`config.mk`:
```
export PLATFORM = sky130hd
export DESIGN_NAME = hazard_ctrl
export DESIGN_NICKNAME = d
export VERILOG_FILES = /design/src/rtl/core_pkg.sv /design/src/rtl/hazard_stage_trk.sv /design/src/rtl/hazard_ctrl.sv
export SDC_FILE = /design/constraint.sdc
export NUM_CORES = 1
export LEC_CHECK = 0
export ABC_AREA = 0
export CAP_MARGIN = 40
export CORE_UTILIZATION = 50
export CTS_BUF_LIST = sky130_fd_sc_hd__clkbuf_4
export DETAILED_ROUTE_END_ITERATION = 6
export DONT_BUFFER_PORTS = 1
export PLACE_DENSITY = 0.69
export SLEW_MARGIN = 0
export SYNTH_ARGS = -nofsm -noshare
export SYNTH_HDL_FRONTEND = slang
export SYNTH_SLANG_ARGS = --single-unit
```
`constraint.sdc`:
```
create_clock -name clk -period 2.8 [get_ports clk]
set_input_delay 0.7 -clock clk [delete_from_list [all_inputs] [get_ports clk]]
set_output_delay 0.7 -clock clk [all_outputs]
set_load 0.05 [all_outputs]
```
`src/rtl/core_pkg.sv`:
```
// Shared core definitions: register address width, forwarding-select
// encodings and the hazard sequencer state enum.
package core_pkg;

  localparam int REG_ADDR_W = 5;

  localparam logic [1:0] FWD_REG   = 2'b00;
  localparam logic [1:0] FWD_EXMEM = 2'b01;
  localparam logic [1:0] FWD_MEMWB = 2'b10;

  typedef enum logic {
    RUN,
    MEM_WAIT
  } state_e;

endpackage

```
`src/rtl/hazard_stage_trk.sv`:
```
// Per-stage tracking register. Loads d (or all-zero/invalid on bubble)
// when advance=1, otherwise holds. Ports: clk, rst_n, advance, bubble, d, q.
module hazard_stage_trk #(
  parameter type T = logic
) (
  input  logic clk,
  input  logic rst_n,
  input  logic advance,
  input  logic bubble,
  input  T     d,
  output T     q
);

  T trk_q, trk_d;

  always_comb begin
    trk_d = trk_q;
    if (advance) begin
      if (bubble) trk_d = '0;
      else        trk_d = d;
    end
  end

  always_ff @(posedge clk or negedge rst_n) begin
    if (!rst_n) trk_q <= '0;
    else        trk_q <= trk_d;
  end

  assign q = trk_q;

endmodule

```
`src/rtl/hazard_ctrl.sv`:
```
// Hazard sequencer for the 5-stage core: load-use/RAW stalls, redirect flush,
// dmem-wait freeze, EX forwarding selects and a saturating stall counter.
// Ports: id_* decoder fields, ex_redirect, dmem_ready in; stall_pc,
// stall_ifid, flush_ifid, bubble_ex, freeze_back, fwd_a/b_sel, stall_cnt out.
// Build option HAZARD_FWD_EN: forwarding on; otherwise stall on any RAW hit.
module hazard_ctrl #(
  parameter int REG_ADDR_W = 5,
  parameter int CNT_W      = 32
) (
  input  logic                  clk,
  input  logic                  rst_n,
  input  logic                  id_valid,
  input  logic [REG_ADDR_W-1:0] id_rs1,
  input  logic [REG_ADDR_W-1:0] id_rs2,
  input  logic [REG_ADDR_W-1:0] id_rd,
  input  logic                  id_regwrite,
  input  logic                  id_memread,
  input  logic                  id_memwrite,
  input  logic                  ex_redirect,
  input  logic                  dmem_ready,
  output logic                  stall_pc,
  output logic                  stall_ifid,
  output logic                  flush_ifid,
  output logic                  bubble_ex,
  output logic                  freeze_back,
  output logic [1:0]            fwd_a_sel,
  output logic [1:0]            fwd_b_sel,
  output logic [CNT_W-1:0]      stall_cnt
);

  import core_pkg::*;

  typedef struct packed {
    logic                  v;
    logic [REG_ADDR_W-1:0] rd;
    logic [REG_ADDR_W-1:0] rs1;
    logic [REG_ADDR_W-1:0] rs2;
    logic                  regwrite;
    logic                  memread;
    logic                  memwrite;
  } trk_t;

  function automatic logic hit(input trk_t s,
                               input logic [REG_ADDR_W-1:0] r);
    return s.v & s.regwrite & (|s.rd) & (s.rd == r);
  endfunction

  trk_t id_s, ex_s, mem_s, wb_s;
  state_e state_q, state_d;
  logic [CNT_W-1:0] cnt_q, cnt_d;
  logic mem_pend, freeze, adv, use_hit, need_stall;
  logic unused_wb;

  assign id_s = '{v:        1'b1,
                  rd:       id_rd,
                  rs1:      id_rs1,
                  rs2:      id_rs2,
                  regwrite: id_regwrite,
                  memread:  id_memread,
                  memwrite: id_memwrite};

  assign mem_pend = mem_s.v & (mem_s.memread | mem_s.memwrite);
  assign freeze   = mem_pend & ~dmem_ready;
  assign adv      = ~freeze;

  hazard_stage_trk #(.T(trk_t)) u_ex (
    .clk, .rst_n,
    .advance(adv),
    .bubble (bubble_ex | ~id_valid),
    .d      (id_s),
    .q      (ex_s)
  );

  hazard_stage_trk #(.T(trk_t)) u_mem (
    .clk, .rst_n,
    .advance(adv),
    .bubble (1'b0),
    .d      (ex_s),
    .q      (mem_s)
  );

  hazard_stage_trk #(.T(trk_t)) u_wb (
    .clk, .rst_n,
    .advance(adv),
    .bubble (1'b0),
    .d      (mem_s),
    .q      (wb_s)
  );

  // WB only supplies rd/regwrite for hit detection
  assign unused_wb = ^wb_s;

`ifdef HAZARD_FWD_EN
  assign use_hit = ex_s.memread &
                   (hit(ex_s, id_rs1) | hit(ex_s, id_rs2));

  // MEM checked last so it overrides WB
  always_comb begin
    fwd_a_sel = FWD_REG;
    fwd_b_sel = FWD_REG;
    if (hit(wb_s, ex_s.rs1))  fwd_a_sel = FWD_MEMWB;
    if (hit(mem_s, ex_s.rs1)) fwd_a_sel = FWD_EXMEM;
    if (hit(wb_s, ex_s.rs2))  fwd_b_sel = FWD_MEMWB;
    if (hit(mem_s, ex_s.rs2)) fwd_b_sel = FWD_EXMEM;
  end
`else
  // regfile is not write-through, so a WB producer also blocks
  assign use_hit = hit(ex_s, id_rs1)  | hit(ex_s, id_rs2)  |
                   hit(mem_s, id_rs1) | hit(mem_s, id_rs2) |
                   hit(wb_s, id_rs1)  | hit(wb_s, id_rs2);

  assign fwd_a_sel = FWD_REG;
  assign fwd_b_sel = FWD_REG;
`endif

  assign need_stall = id_valid & use_hit;

  // freeze wins over redirect: EX re-presents it after the wait
  always_comb begin
    stall_pc    = 1'b0;
    stall_ifid  = 1'b0;
    flush_ifid  = 1'b0;
    bubble_ex   = 1'b0;
    freeze_back = 1'b0;
    priority case (1'b1)
      freeze: begin
        stall_pc    = 1'b1;
        stall_ifid  = 1'b1;
        freeze_back = 1'b1;
      end
      ex_redirect: begin
        flush_ifid = 1'b1;
        bubble_ex  = 1'b1;
      end
      need_stall: begin
        stall_pc   = 1'b1;
        stall_ifid = 1'b1;
        bubble_ex  = 1'b1;
      end
      default: ;
    endcase
  end

  always_comb begin
    state_d = state_q;
    unique case (state_q)
      RUN:      if (freeze)     state_d = MEM_WAIT;
      MEM_WAIT: if (dmem_ready) state_d = RUN;
      default:                  state_d = RUN;
    endcase
  end

  always_comb begin
    cnt_d = cnt_q;
    if (stall_pc && (cnt_q != '1)) cnt_d = cnt_q + 1'b1;
  end

  always_ff @(posedge clk or negedge rst_n) begin
    if (!rst_n) begin
      state_q <= RUN;
      cnt_q   <= '0;
    end else begin
      state_q <= state_d;
      cnt_q   <= cnt_d;
    end
  end

  assign stall_cnt = cnt_q;

endmodule

```
==> impl_results.md, run 1 <==
- Status: finished with violations
- Failing checks: negative setup slack
- Max Fclk: 0.333 GHz
- Synth-to-layout area growth: 22.3%
- Pin count of the biggest net entering global routing: 58
- Antenna violations before repair: 0
- Pleak: 1.65 nW
- Vias in the first global route: 2,189
- Max Cap Viol: 0
- Placed Instances: 367
- Wire length per cell: 16.4 µm
- Synth cell types: 38
- 1st-pass router iterations: 5
- Final setup viols: 3
- RSZ-0062 raised after global routing: yes
- DR vias/cell: 5.62
- Worst Path Required: 2.10 ns
- Multi-input logic area: 1490 µm²
- Initial Util: 52.9%
- Final GP Congestion: 0.914
- Final WL: 6440 µm
- Final setup TNS: -0.544 ns
- Tcrit/Tclk final: 107%
- Worst reg2reg path depth: 10
- Worst setup path startpoint: u_mem.q[13]$_DFFE_PN0N_
- Sequential cell area: 1430 µm²
- I/O Pins: 64
- Die area: 6280 µm²
- DP HPWL: 4520 µm
- Syn avg cell area: 11.4 µm²
- Root buffer cell: clkbuf_4
- Layout net count: 340
- Crit. End Element: output port
- Crit path to: stall_pc
- Worst r2r dst: stall_cnt[13]$_DFFE_PN0P_
- Place WS: 0.201 ns
- Crit Path Max Fanout: 5
- Skew-Pair Late Insertion Delay: 0.39 ns
- Via count: 2,210
- Placement Rows: 27
- Clk pin slew, worst setup/hold paths: 0.11 ns
- Drt initial violations: 176
- Worst setup margin: -0.207 ns
- Synthesized area: 2990 µm²
- Die Y: 79.3 µm
- Finished Layout Cells: 393
- Synthesized flop and latch total: 57
- DR DRC count: 0
- PortBufs: 0
- Synthesized instance count: 262
- Num CTS Buffers: 9
- Slew Limit Fails: 0
- CP arrival: 2.31 ns
- Slew @ Worst Pin: 0.567 ns
- Total power divided by cell area: 513 nW/µm²
- Endpoints failing hold: 0
- Crit path launch type: flip-flop
- Min-delay worst type: in -> async
- Finished Core Util: 64.7%
- First-pass GRT wire length: 10,800 µm
- Post-layout total power: 1.87 mW
- Clock Skews: 0.0187 ns
- Crit path time final: 3.01 ns
- Chip Width: 79.3 µm
- Syn. warnings: 0
- # fillers: 456
- Register area share after synthesis: 47.8%
- Slew margin rel.: 62.1%
- R2R setup slack: 0.15 ns
- GRT Overall Usage: 22.7%
- Final ANT Viol Nets: 0
- Crit path kind: reg -> out
- RR Startpoint: u_mem.q[13]$_DFFE_PN0N_
- Clock Tree Buf Depth: 2
- Leading cell type in the layout, fill and taps excluded: xnor2_1
- Share of cells above drive strength 1: 31.8%
- Clock sink count: 57
- Depth of the CTS H-tree: 3
- Most frequent cells in the layout: xnor2_1 (61), dfrtp_1 (57), buf_4 (49)
- CTS tree: done
- Global route total overflow: 0
- Peak supply drop: 0.000353 V
- ANT cells: 0
- Core area: 5640 µm²
worst min-delay path by stage:
stage,startpoint,end,slack (ns),cells past startpoint
global route,rst_n,stall_cnt[1]$_DFFE_PN0P_,0.14,1
finish,rst_n,stall_cnt[6]$_DFFE_PN0P_,0.17,1
CTS,rst_n,stall_cnt[1]$_DFFE_PN0P_,0.15,1
detailed placement,rst_n,u_ex.q[16]$_DFFE_PN0N_,0.41,0
floorplan,rst_n,stall_cnt[0]$_DFFE_PN0P_,0.40,0
global placement,rst_n,u_ex.q[15]$_DFFE_PN0N_,0.41,0
flip-flops by register name, summed over array words and instances (netlist names):
register   cells
stall_cnt     32
u_ex.q         9
u_mem.q        9
u_wb.q         7
critical path, cell delays in order (launching register included):
cell      delay (ns)
dfrtp_1         0.38
or3_1           0.36
o311a_1         0.32
a222oi_1        0.51
o22ai_4         0.15
buf_12          0.20
cells in the mapped netlist, drive strengths merged:
cell type	count	area [µm²]
nand4b	1	8.76
or2	1	6.26
a22o	8	70.1
nor2	9	33.8
nand3	19	150
a21o	1	7.51
buf	10	81.3
nand2	17	63.8
xnor2	61	534
nor2b	2	12.5
nor4	1	12.5
and4	2	17.5
conb	1	3.75
a21oi	1	5.00
nor3	2	15.0
or3	3	18.8
nand2b	1	6.26
a222oi	1	10.0
and3	12	75.1
and2	2	12.5
mux2	15	169
dfrtp	57	1430
ha	1	12.5
nand4	19	125
o21bai	1	7.51
inv	1	3.75
a22oi	1	7.51
o22ai	4	31.3
clkbuf	4	16.3
o311a	3	30.0
nand3b	1	11.3
what timing repair did:
item,CTS,global route
hold buffers,1,0
pin swaps,5,2
gates cloned,2,0
resized for setup,2,0
buffers inserted,5,2
endpoints found under the setup margin,3,3
hold endpoints to repair,57,0
where the power goes:
part           total (mW)  switching [mW]  internal (mW)
Clock               0.670           0.316          0.353
Sequential          0.888          0.0277          0.861
Combinational       0.317           0.194          0.123
Total                1.87           0.538           1.34
per-stage QoR:
step                      hold slack [ns]  instance area [µm²]
after floorplan                     0.404                 3000
after global placement              0.406                 3350
after detailed placement            0.406                 3350
after CTS                           0.149                 3640
after global routing                0.144                 3650
final                               0.167                 3650
per-layer routing:
metal / GRT usage (%) / up-vias / routed length, µm
li1: - / 1037 / -
met1: 29.4 / 1105 / 2850
met2: 34.7 / 64 / 3100
met3: 8.62 / 4 / 440
met4: 7.82 / 0 / 46
met5: 0 / - / 0
cell type report:
class	instances	area share, %
flip-flops and latches	57	39.1
clock inverters	7	2.33
inverters	1	0.103
well taps	72	2.47
clock buffers	9	1.85
multi-input cells	193	40.7
repair buffers	54	13.5
cells by family after synthesis:
| logic type | after synthesis | share of synthesized area (%) |
|---|---|---|
| xor+xnor | 61 | 17.9 |
| flops | 57 | 47.8 |
| other cells | 1 | 0.126 |
| simple gates | 92 | 19.1 |
| compound gates | 20 | 5.66 |
| buf+inv | 15 | 3.39 |
| mux | 15 | 5.66 |
| fa+ha+maj | 1 | 0.419 |
Power figures use the tool's default switching activity.
==> run 2, diff against run 1 <==
--- a/config.mk
+++ b/config.mk
@@ -7,11 +7,11 @@
 export LEC_CHECK = 0
 export ABC_AREA = 0
 export CAP_MARGIN = 40
-export CORE_UTILIZATION = 50
+export CORE_UTILIZATION = 59
 export CTS_BUF_LIST = sky130_fd_sc_hd__clkbuf_4
 export DETAILED_ROUTE_END_ITERATION = 6
 export DONT_BUFFER_PORTS = 1
-export PLACE_DENSITY = 0.69
+export PLACE_DENSITY = 0.79
 export SLEW_MARGIN = 0
 export SYNTH_ARGS = -nofsm -noshare
 export SYNTH_HDL_FRONTEND = slang
==> impl_results.md, run 2 (synthesized netlist as in run 1, its figures left out) <==
- Vias in the first global route: 2,012 (was 2,189)
- Peak supply drop: 0.000678 V (was 0.000353 V)
- PortBufs: 0 (unchanged)
- Failing checks: negative setup slack (unchanged)
- Final setup viols: 2 (was 3)
- Depth of the CTS H-tree: 3 (unchanged)
- Finished Cell Area: 3490 µm² (was 3650 µm²)
- Chip Width: 73.1 µm (was 79.3 µm)
- Endpoints failing hold: 0 (unchanged)
- Synth-to-layout area growth: 17.1% (was 22.3%)
- Finished Layout Cells: 378 (was 393)
- Final WL: 6070 µm (was 6440 µm)
- Finished Core Util: 73.0% (was 64.7%)
- Global route total overflow: 0 (unchanged)
- Multi-input logic area: 1480 µm² (was 1490 µm²)
- Final GP Congestion: 0.877 (was 0.914)
- Clock sink count: 57 (unchanged)
- CTS tree: done (unchanged)
- Max Fclk: 0.340 GHz (was 0.333 GHz)
- Clk pin slew, worst setup/hold paths: 0.09 ns (was 0.11 ns)
- Critical-path top delay cell: a222oi_1 (unchanged)
- Pin count of the biggest net entering global routing: 58 (unchanged)
- Sequential cell area: 1430 µm² (unchanged)
- Worst reg2reg path depth: 7 (was 10)
- Drt initial violations: 128 (was 176)
- DR vias/cell: 5.65 (was 5.62)
- Status: finished with violations (unchanged)
- DP HPWL: 4370 µm (was 4520 µm)
- Worst Path Required: 2.10 ns (about the same)
- Die Y: 73.1 µm (was 79.3 µm)
- Min-delay worst type: in -> async (unchanged)
- Leading cell type in the layout, fill and taps excluded: xnor2_1 (unchanged)
- Pleak: 1.57 nW (was 1.65 nW)
- Slew Limit Fails: 0 (unchanged)
- First-pass GRT wire length: 9940 µm (was 10,800 µm)
- GRT Overall Usage: 24.9% (was 22.7%)
- Crit Path Max Fanout: 7 (was 5)
- Crit path kind: reg -> out (unchanged)
- Most frequent cells in the layout: xnor2_1 (61), dfrtp_1 (57), buf_4 (42) (was xnor2_1 (61), dfrtp_1 (57), buf_4 (49))
- Worst setup margin: -0.139 ns (was -0.207 ns)
- Total power divided by cell area: 501 nW/µm² (was 513 nW/µm²)
- Share of cells above drive strength 1: 29.3% (was 31.8%)
- Initial Util: 62.4% (was 52.9%)
- ANT cells: 0 (unchanged)
- Placement Rows: 25 (was 27)
- # fillers: 366 (was 456)
- Crit path launch type: flip-flop (unchanged)
- Antenna violations before repair: 0 (unchanged)
- Crit. End Element: output port (unchanged)
- DP Area: 3300 µm² (was 3350 µm²)
- Die area: 5350 µm² (was 6280 µm²)
- RSZ-0062 raised after global routing: yes (unchanged)
- Ordered cell list for the critical path: or3_1 -> o311a_1 -> a222oi_1 -> o22ai_4 -> buf_12 (unchanged)
- Placed Instances: 356 (was 367)
- CP arrival: 2.24 ns (was 2.31 ns)
- Via count: 2,137 (was 2,210)
- I/O Pins: 64 (unchanged)
- Place WS: 0.151 ns (was 0.201 ns)
- Core area: 4790 µm² (was 5640 µm²)
- Max Cap Viol: 0 (unchanged)
- Clock Skews: 0.0138 ns (was 0.0187 ns)
- Crit path time final: 2.94 ns (was 3.01 ns)
- 1st-pass router iterations: 4 (was 5)
- Post-layout total power: 1.75 mW (was 1.87 mW)
- Root buffer cell: clkbuf_4 (unchanged)
- Final ANT Viol Nets: 0 (unchanged)
- Skew-Pair Late Insertion Delay: 0.39 ns (about the same)
- DR DRC count: 0 (unchanged)
- Slew @ Worst Pin: 0.619 ns (was 0.567 ns)
- Num CTS Buffers: 9 (unchanged)
- Final setup TNS: -0.277 ns (was -0.544 ns)
- Clock Tree Buf Depth: 2 (unchanged)
- Max FFs per register: 32 (unchanged)
- Critical Path Max Stage Delay: 0.46 ns (was 0.51 ns)
- Slew margin rel.: 58.4% (was 62.1%)
- Tcrit/Tclk final: 105% (was 107%)
- Worst hold slack: 0.164 ns (was 0.167 ns)
- Wire length per cell: 16.1 µm (was 16.4 µm)
- Layout net count: 331 (was 340)
-- run 2: path summary, 6_finish.rpt --
path	start	to	slack [ns]
max reg2reg	u_mem.q[13]$_DFFE_PN0N_	stall_cnt[1]$_DFFE_PN0P_	0.34
min in group clk	id_rd[2]	u_ex.q[15]$_DFFE_PN0N_	0.45
min reg2reg	u_ex.q[1]$_DFFE_PN0N_	u_ex.q[1]$_DFFE_PN0N_	0.51
max in group asynchronous	rst_n	u_wb.q[14]$_DFFE_PN0N_	2.39
min	rst_n	stall_cnt[1]$_DFFE_PN0P_	0.16
max	u_mem.q[13]$_DFFE_PN0N_	stall_ifid	-0.14
-- run 2: per-layer routing --
| layer | vias up | GRT usage, % | wire, µm |
|---|---|---|---|
| met5 | - | 0 | 0 |
| met3 | 8 | 8.56 | 422 |
| met1 | 1058 | 37.0 | 2890 |
| met2 | 56 | 34.7 | 2700 |
| met4 | 0 | 6.54 | 58 |
| li1 | 1015 | - | - |
-- run 2: timing repair --
item | 4_1_cts | 5_1_grt
hold endpoints to repair | 57 | 0
hold buffers | 1 | 0
setup endpoints to repair | 3 | 3
setup buffers | 3 | 3
resized for setup | 1 | 0
pin swaps | 5 | 3
-- run 2: layout make-up --
class                   count  area share, %
flip-flops and latches     57           40.8
clock buffers              10           2.15
repair buffers             45           10.7
multi-input cells         193           42.5
inverters                   1          0.107
well taps                  67           2.40
clock inverters             5           1.36
-- run 2: power by group --
group          internal, mW  switching [mW]  leakage (nW)
Combinational         0.117           0.190         0.720
Sequential            0.861          0.0308         0.778
Clock                 0.269           0.283        0.0711
-- run 2: worst max-delay path, delay by kind of cell, from the launching register on --
kind / cells / cell delay, ns
AOI/OAI and AO/OA: 3 / 0.90
buffers and inverters: 1 / 0.19
DFF: 1 / 0.38
and+or+nand+nor: 1 / 0.38
==> run 3, diff against run 2 <==
--- a/config.mk
+++ b/config.mk
@@ -7,6 +7,7 @@
 export LEC_CHECK = 0
 export ABC_AREA = 0
 export CAP_MARGIN = 40
+export CORE_MARGIN = 2
 export CORE_UTILIZATION = 59
 export CTS_BUF_LIST = sky130_fd_sc_hd__clkbuf_4
 export DETAILED_ROUTE_END_ITERATION = 6
==> impl_results.md, run 3 (synthesized netlist as in run 1, its figures left out) <==
- Antenna violations before repair: 0 (unchanged)
- CP bufs+invs: 1 (unchanged)
- Total power divided by cell area: 518 nW/µm² (was 501 nW/µm²)
- Max FFs per register: 32 (unchanged)
- Crit path kind: reg -> out (unchanged)
- GRT Overall Usage: 26.0% (was 24.9%)
- Core area: 4790 µm² (unchanged)
- Synth-to-layout area growth: 21.2% (was 17.1%)
- Final setup viols: 3 (was 2)
- Finished Layout Cells: 383 (was 378)
- Num CTS Buffers: 9 (unchanged)
- Sequential cell area: 1430 µm² (about the same)
- PortBufs: 0 (unchanged)
- Multi-input logic area: 1500 µm² (was 1480 µm²)
- Via count: 2,177 (was 2,137)
- Delay-heaviest family, CP: compound AO/OA/AOI/OAI gates (unchanged)
- Final ANT Viol Nets: 0 (unchanged)
- Die Y: 75.1 µm (was 73.1 µm)
- Peak supply drop: 0.000395 V (was 0.000678 V)
- Depth of the CTS H-tree: 3 (unchanged)
- 1st-pass router iterations: 5 (was 4)
- Crit path launch type: flip-flop (unchanged)
- Worst setup margin: -0.322 ns (was -0.139 ns)
- Slew Limit Fails: 0 (unchanged)
- Worst Path Required: 2.10 ns (about the same)
- Skew-Pair Late Insertion Delay: 0.42 ns (was 0.39 ns)
- Layout net count: 335 (was 331)
- Global route total overflow: 0 (unchanged)
- # fillers: 323 (was 366)
- I/O Pins: 64 (unchanged)
- Drt initial violations: 150 (was 128)
- First-pass GRT wire length: 10,600 µm (was 9940 µm)
- Vias in the first global route: 2,174 (was 2,012)
- Crit Path Max Fanout: 5 (was 7)
- CTS tree: done (unchanged)
- CP arrival: 2.42 ns (was 2.24 ns)
- Most frequent cells in the layout: xnor2_1 (61), dfrtp_1 (56), buf_4 (44) (was xnor2_1 (61), dfrtp_1 (57), buf_4 (42))
- Share of cells above drive strength 1: 31.3% (was 29.3%)
- Pleak: 1.62 nW (was 1.57 nW)
- Crit path time final: 3.12 ns (was 2.94 ns)
- Placement Rows: 25 (unchanged)
- Tcrit/Tclk final: 112% (was 105%)
- Min-delay worst type: in -> async (unchanged)
- Crit. End Element: output port (unchanged)
- DP Area: 3330 µm² (was 3300 µm²)
- Clk pin slew, worst setup/hold paths: 0.11 ns (was 0.09 ns)
- Die area: 5650 µm² (was 5350 µm²)
- Place WS: 0.157 ns (was 0.151 ns)
- Wire length per cell: 17.4 µm (was 16.1 µm)
- DR vias/cell: 5.68 (was 5.65)
- Leading cell type in the layout, fill and taps excluded: xnor2_1 (unchanged)
- Max Fclk: 0.320 GHz (was 0.340 GHz)
- Initial Util: 62.4% (unchanged)
- Endpoints failing hold: 0 (unchanged)
- Root buffer cell: clkbuf_4 (unchanged)
- Clock Skews: 0.0150 ns (was 0.0138 ns)
- Finished Cell Area: 3620 µm² (was 3490 µm²)
- Clock Tree Buf Depth: 2 (unchanged)
- Slew @ Worst Pin: 0.589 ns (was 0.619 ns)
- Slew margin rel.: 60.5% (was 58.4%)
- Final WL: 6670 µm (was 6070 µm)
- Max Cap Viol: 0 (unchanged)
- DR DRC count: 0 (unchanged)
- RSZ-0062 raised after global routing: yes (unchanged)
- Critical Path Max Stage Delay: 0.55 ns (was 0.46 ns)
- DP HPWL: 4520 µm (was 4370 µm)
- Placed Instances: 360 (was 356)
- Status: finished with violations (unchanged)
- Clock sink count: 57 (unchanged)
- Critical-path top delay cell: a222oi_1 (unchanged)
- Failing checks: negative setup slack (unchanged)
- Ordered cell list for the critical path: or3_1 -> o311a_1 -> a222oi_1 -> o22ai_4 -> buf_12 (unchanged)
- Final GP Congestion: 0.866 (was 0.877)
- Chip Width: 75.1 µm (was 73.1 µm)
- Pin count of the biggest net entering global routing: 58 (unchanged)
- ANT cells: 0 (unchanged)
-- run 3: cell types whose count changed in the layout (fill, tap and decap cells not counted), moves of 2 or more --
| cell | delta |
|---|---|
| o22ai_1 | -2 |
| bufbuf_16 | +2 |
| o22ai_2 | +2 |
| buf_4 | +2 |
-- run 3: power by group --
group,switching [mW],leakage [nW],internal (mW)
registers,0.0283,0.777,0.861
clock network,0.316,0.0808,0.353
logic,0.193,0.763,0.122
-- run 3: path summary, 6_finish.rpt --
kind	from	to	slack [ns]	depth (start not counted)
max in group asynchronous	rst_n	u_mem.q[15]$_DFFE_PN0N_	2.41	1
max reg2reg	u_mem.q[13]$_DFFE_PN0N_	stall_cnt[3]$_DFFE_PN0P_	0.17	9
min in group clk	id_memread	u_ex.q[1]$_DFFE_PN0N_	0.42	1
max	u_mem.q[13]$_DFFE_PN0N_	stall_ifid	-0.32	5
min reg2reg	u_ex.q[1]$_DFFE_PN0N_	u_ex.q[1]$_DFFE_PN0N_	0.51	1
min	rst_n	stall_cnt[30]$_DFFE_PN0P_	0.14	1
-- run 3: worst reg2reg max path, delay by kind of cell (launching register included) --
kind / cells / cell delay [ns]
AOI/OAI and AO/OA: 3 / 1.03
buffers and inverters: 3 / 0.58
and+or+nand+nor: 2 / 0.44
DFF: 1 / 0.40
xor gates and xnor gates: 1 / 0.13
-- run 3: what timing repair did --
action / 4_1_cts / 5_1_grt
endpoints found under the hold margin: 57 / 0
cloned: 2 / 0
setup buffers: 4 / 0
endpoints found under the setup margin: 3 / 3
hold buffers: 1 / 0
pin swaps: 3 / 0
gates resized for setup: 2 / 2
-- run 3: layer usage --
metal / wire length [µm] / global-route usage, %
met2: 3130 / 38.6
met1: 2870 / 34.4
met3: 499 / 8.43
met4: 168 / 13.1
met5: 0 / 0
-- run 3: area by class of cell --
| type | count | share of cell area (%) |
|---|---|---|
| Sequential cell | 57 | 39.5 |
| Inverter | 1 | 0.104 |
| Clock inverter | 7 | 2.35 |
| Timing Repair Buffer | 49 | 12.6 |
| Clock buffer | 9 | 1.87 |
| Tap cell | 67 | 2.32 |
| Multi-Input combinational cell | 193 | 41.4 |
-- run 3: metrics by stage --
step                setup TNS (ns)  hold WS, ns  power, mW  utilization (%)
finish                      -0.754        0.135       1.87             75.6
global route                -0.963        0.149       1.94             75.6
CTS                         -0.792        0.128       1.89             75.5
detailed placement               0        0.405       1.19             69.5
global placement                 0        0.406       1.18             69.5
floorplan                        0        0.404       1.12                -
